--- src/rtl/packet_lane_summer.sv ---
// packet_lane_summer: lane-wise packet summer with summary FIFO; ACCEL_BEAT_COUNT_EN puts the beat count in the top lane
module packet_lane_summer #(
  parameter int OUT_DEPTH = 4,
  parameter int LANE_W    = 32
) (
  input  logic         clock,
  input  logic         reset,
  input  logic         io_in_valid,
  output logic         io_in_ready,
  input  logic [511:0] io_in_bits_data,
  input  logic         io_in_bits_last,
  output logic         io_out_valid,
  input  logic         io_out_ready,
  output logic [511:0] io_out_bits_data,
  output logic         io_out_bits_last
);
  localparam int N  = 512 / LANE_W;
  localparam int AW = $clog2(OUT_DEPTH);
  logic [511:0]  r_acc;
  logic [511:0]  w_sum;
  logic [511:0]  w_push;
  logic [511:0]  r_mem [OUT_DEPTH];
  logic [AW-1:0] r_wp;
  logic [AW-1:0] r_rp;
  logic [AW:0]   r_cnt;
  logic          w_in_fire;
  logic          w_out_fire;
  logic          w_push_en;
  for (genvar i = 0; i < N; i++) begin : g_lane
    assign w_sum[i*LANE_W +: LANE_W] = r_acc[i*LANE_W +: LANE_W] + io_in_bits_data[i*LANE_W +: LANE_W];
  end
  assign io_in_ready      = r_cnt != (AW+1)'(OUT_DEPTH);
  assign io_out_valid     = r_cnt != '0;
  assign io_out_bits_data = r_mem[r_rp];
  assign io_out_bits_last = 1'b1;
  assign w_in_fire        = io_in_valid && io_in_ready;
  assign w_out_fire       = io_out_valid && io_out_ready;
  assign w_push_en        = w_in_fire && io_in_bits_last;
`ifdef ACCEL_BEAT_COUNT_EN
  logic [31:0] r_beats;
  always_ff @(posedge clock) begin
    if (reset) r_beats <= '0;
    else if (w_in_fire) r_beats <= io_in_bits_last ? '0 : r_beats + 32'd1;
  end
  assign w_push = {LANE_W'(r_beats + 32'd1), w_sum[511-LANE_W:0]};
`else
  assign w_push = w_sum;
`endif
  always_ff @(posedge clock) begin
    if (reset) begin
      r_acc <= '0;
      r_wp  <= '0;
      r_rp  <= '0;
      r_cnt <= '0;
    end else begin
      if (w_in_fire) r_acc <= io_in_bits_last ? '0 : w_sum;
      if (w_push_en) r_wp <= r_wp + 1'b1;
      if (w_out_fire) r_rp <= r_rp + 1'b1;
      r_cnt <= r_cnt + (AW+1)'(w_push_en) - (AW+1)'(w_out_fire);
    end
  end
  // storage needs no reset; only entries below r_cnt are ever visible
  always_ff @(posedge clock) begin
    if (w_push_en) r_mem[r_wp] <= w_push;
  end
endmodule

--- config.mk ---
export PLATFORM = sky130hd
export DESIGN_NAME = packet_lane_summer
export DESIGN_NICKNAME = d
export VERILOG_FILES = /design/src/rtl/packet_lane_summer.sv
export SDC_FILE = /design/constraint.sdc
export NUM_CORES = 2
export LEC_CHECK = 0
export ABC_AREA = 0
export BUFFER_PORTS_ARGS = -buffer_cell sky130_fd_sc_hd__buf_2
export CAP_MARGIN = 25
export CORE_ASPECT_RATIO = 1.25
export CORE_MARGIN = 2
export CORE_UTILIZATION = 60
export CTS_CLUSTER_DIAMETER = 60
export DETAILED_ROUTE_END_ITERATION = 8
export GPL_TIMING_DRIVEN = 0
export MAX_ROUTING_LAYER = met4
export PLACE_DENSITY = 0.8
export SYNTH_ARGS = -nofsm -noshare
export SYNTH_HDL_FRONTEND = slang
export SYNTH_SLANG_ARGS = --single-unit
--- constraint.sdc ---
create_clock -name clock -period 17.6 [get_ports clock]
set_clock_uncertainty 0.2 [all_clocks]
set_input_delay 0.88 -clock clock [delete_from_list [all_inputs] [get_ports clock]]
set_output_delay 0.88 -clock clock [all_outputs]
set_load 0.02 [all_outputs]
==> flow_results.org <==
** Status
- Run status :: finished clean

** GRT
- Wire length of the first global-routing pass :: just under 500000 um
- Maximum number of pins on one net before global-route repair :: 59
- The initial antenna violation count is around 170.
- Overall overflow remaining after global route :: 0
- Total GRT Usage :: 35.7%
- Vias in the first global route :: between 70k and 80k

** Floorplanning
- The total area inside the core boundary comes to 0.189 mm2.
- Die outline width :: slightly below 400 um
- Number of rows in the core area :: about 180
- I/O pin cnt :: ~1.0k
- The initial utilization of the core area, before any placement, comes to 60.5%.
- Die footprint :: roughly 0.19 mm2
- Height of the die :: between 400 and 500 um

** Timing
- The worst path needs between 5 and 6 ns of the cycle, external delays included.
- At the pin with the least slew margin, the transition time is 1.12 ns.
- Derived from the worst setup path, the maximum achievable clock frequency is between 0.15 and 0.2 GHz.
- The hold violation count in the final report is 0.
- Setup Viol. Count Final :: 0
- On the final layout, the worst hold slack is between 0.2 and 0.25 ns.
- Adding up every negative setup slack in the final design gives 0 ns.
- In this run the tightest slew margin relative to its limit is about a quarter.
- Setup repair after global routing missed its margin :: false
- Final clock period utilization by the worst path :: between 30 and 40%
- The number of pins with negative max-slew slack in the final report is 0.

** Placed design
- RD Place Congestion :: 0.962
- Number of buffer cells added on primary ports :: 1027
- Summed over all nets, the half-perimeter wirelength after detailed placement is approximately 250000 um.
- Once placement finished, the instance area stood at 0.124 mm2.

** Logic synthesis
- Number of flops mapped to enable cells by yosys :: around 2k
- FF+latch count, synth :: 2569
- Post-synth net total :: 8537
- Post-synthesis cell area :: about 0.11 mm2
- Ranked by total cell area, the synthesized netlist is headed by edfxtp_1 (54%), mux4_2 (10%), dfxtp_1 (9.1%), ha_1 (5.5%), xnor2_1 (2.3%).
- edfxtp_1 takes more of the synthesized area than any other cell.
- Among all flip-flop cells after synthesis, the most frequent one is edfxtp_1.
- Area share of the largest cell type after synthesis :: 53.9%
- Of all flip-flops after synthesis, the portion carrying an async set or reset was 0%.
- Synthesis handed over a netlist of about 7.5k instances.
- A synthesized cell averages ~15 um2.
- Seq/Total Area, Yosys :: about 63%
- Syn. warnings :: 0
- Distinct cells, synth :: 103

** Critical path
- Max stage delay on crit path :: around 0.83 ns
- The worst setup path is launched from a flip-flop.
- Biggest fanout along the worst timing path :: 10
- STA classifies the critical path endpoint as an output port.
- Data on the critical path is required at its endpoint by 16.52 ns.
- The slowest stage of the critical path belongs to the cell clkbuf_1.
- Cell Chain, Critical Path :: clkbuf_2, clkbuf_1, buf_1, mux4_2, buf_2
- The worst setup path is of the flip-flop to output port kind.
- Arrival time of the worst setup path :: 4.34 ns

** Cells and area
- Cells with a size suffix above 1 make up ~23% of the layout.
- The library cell used most frequently in the layout, excluding fill and tap cells, is edfxtp_1.
- Summing all non-filler instances in the final layout gives an area of about 0.13 mm2.
- The area growth from synthesis to layout is 16.3%.
- Post-layout utilization of the core :: a little over two thirds
- After filler insertion, the fill cell instance count of the layout stands at between 10k and 15k.
- The library cells used most frequently in the layout, excluding fill and tap cells, are edfxtp_1 (2048), buf_2 (1030), dfxtp_1 (521).
- After the last flow step, the layout net total stands at a little under 10k.

** CTS
- The number of setup buffers added after CTS is 0.
- Clock insertion delay at the later pin of the skew report :: around 0.9 ns
- Clock-pin transition on the worst setup and hold timing paths :: roughly 0.070 ns
- CTS H-Tree Depth :: 4
- Number of clock sinks seen by CTS :: between 2k and 3k
- Maximum buffer depth of the clock tree :: 3
- Inserted Clock Buffers :: approximately 240
- Number of hold-repair buffers added at the cts stage :: 0
- Clock tree from TritonCTS :: built
- Post-cts resize count :: 0
- In this run the clock root is driven by a clkbuf_16.

** Power
- The analysis attributes to cell leakage a power of between 40 and 50 nW.
- For this design the ratio of total power to cell area is ~140 mW/mm2.
- VDD sags by at most between 100 and 150 uV.
- Total chip power :: around 18 mW

** Drt
- Dividing the detail-routed wire length by the instance count gives roughly 29 um.
- The routed design has 341000 um of wire.
- Violation count after the first detailed-routing iteration :: between 7k and 8k
- Residual DRC count :: 0
- After detailed routing, the met3 layer carries approximately 45000 um of wire.
- First-pass iteration count of the detailed router :: 6
- For this block, wires on met1 add up to 120000 um.
- After detailed routing, the number of vias per cell comes to about 6.4.
- Top layer used by detailed routing :: met4
- Sum of met2 wire segment lengths after detailed routing :: 158000 um
- Vias post-DR :: ~74k
- Antenna violation net count after detailed routing :: 0

** Run
- The tool flagged a number of max-cap violations equal to 0.

** Worst hold path
- The min-delay analysis places its worst path in the category input pin to flip-flop.
[power breakdown]
part	internal, mW	switching (mW)
Clock	3.03	2.30
Combinational	1.86	3.35
Sequential	7.28	0.145
[routing by layer]
metal / global-route usage [%] / up-vias
li1: - / 32700
met3: 13.5 / 701
met4: 16.8 / 0
met2: 54.2 / 3728
met1: 42.2 / 37300
met5: - / -
[critical path: cells and delay by family, from the launching register on]
kind	cells	cell delay (ns)
buffers and inverters	4	2.39
DFF	1	0.31
muxes	1	0.76
[through the flow]
step / setup WS [ns] / instances
CTS: 12.07 / 11600
floorplan: 3.29 / 7501
global route: 12.03 / 11700
detailed placement: 12.36 / 11100
finish: 12.18 / 11700
global placement: -7.72 / 11000
[Yosys cell counts, types with 12 or more instances]
cell type and number:
a211oi_1 54, a21o_1 282, a21oi_1 441, a22o_1 247, a22oi_1 206, a31oi_1 66
and2_1 41, and3_1 64, buf_1 95, clkbuf_1 199, dfxtp_1 521, edfxtp_1 2048
fa_1 17, ha_1 502, inv_1 97, mux4_2 512, nand2_1 235, nand2b_1 53
nand3_1 80, nand4_1 55, nor2_1 505, nor2b_1 51, nor3_1 51, nor3b_1 12
o211ai_1 23, o21a_1 47, o21ai_0 188, o21ai_1 24, o21bai_1 57, o31ai_1 16
or2_2 12, or3_1 20, xnor2_1 301, xor2_1 156
[state kept, by name, summed over array words and instances, names as in the netlist, named ones only]
signal / cells
r_wp: 2
r_acc: 512
r_rp: 2
r_mem: 2048
r_cnt: 3
[final timing paths]
kind | slack [ns] | depth (start not counted) | start | to
max | 12.18 | 5 | flip-flop | io_out_bits_data[443]
min | 0.22 | 2 | io_in_bits_data[128] | r_mem[3][128]
min reg2reg | 0.28 | 1 | r_acc[473] | r_acc[473]
max reg2reg | 12.67 | 10 | r_cnt[1] | r_mem[0][85]
[cell families after synthesis]
kind of cell / count (synthesis) / share of synthesized area (%)
AND/OR/NAND/NOR: 1217 / 4.97
other: 1 / 0.00329
flip-flops: 2569 / 63.1
adder cells (fa/ha/maj): 519 / 5.81
XOR/XNOR: 457 / 3.51
buffers and inverters: 397 / 1.32
multiplexers: 522 / 10.2
AO/OA/AOI/OAI: 1819 / 11.1
[cell type report]
cell class                      instances  area [um2]  area share, %
Antenna cell                          151         378          0.285
Buffer                                300        1160          0.876
Clock buffer                          320        6570           4.95
Clock inverter                        130        1610           1.22
Inverter                               97         364          0.275
Multi-Input combinational cell       4535       40600           30.6
Sequential cell                      2569       71900           54.2
Tap cell                             2520        3150           2.38
Timing Repair Buffer                 1102        6800           5.13
Note: power is estimated with default switching activity, not from simulation.
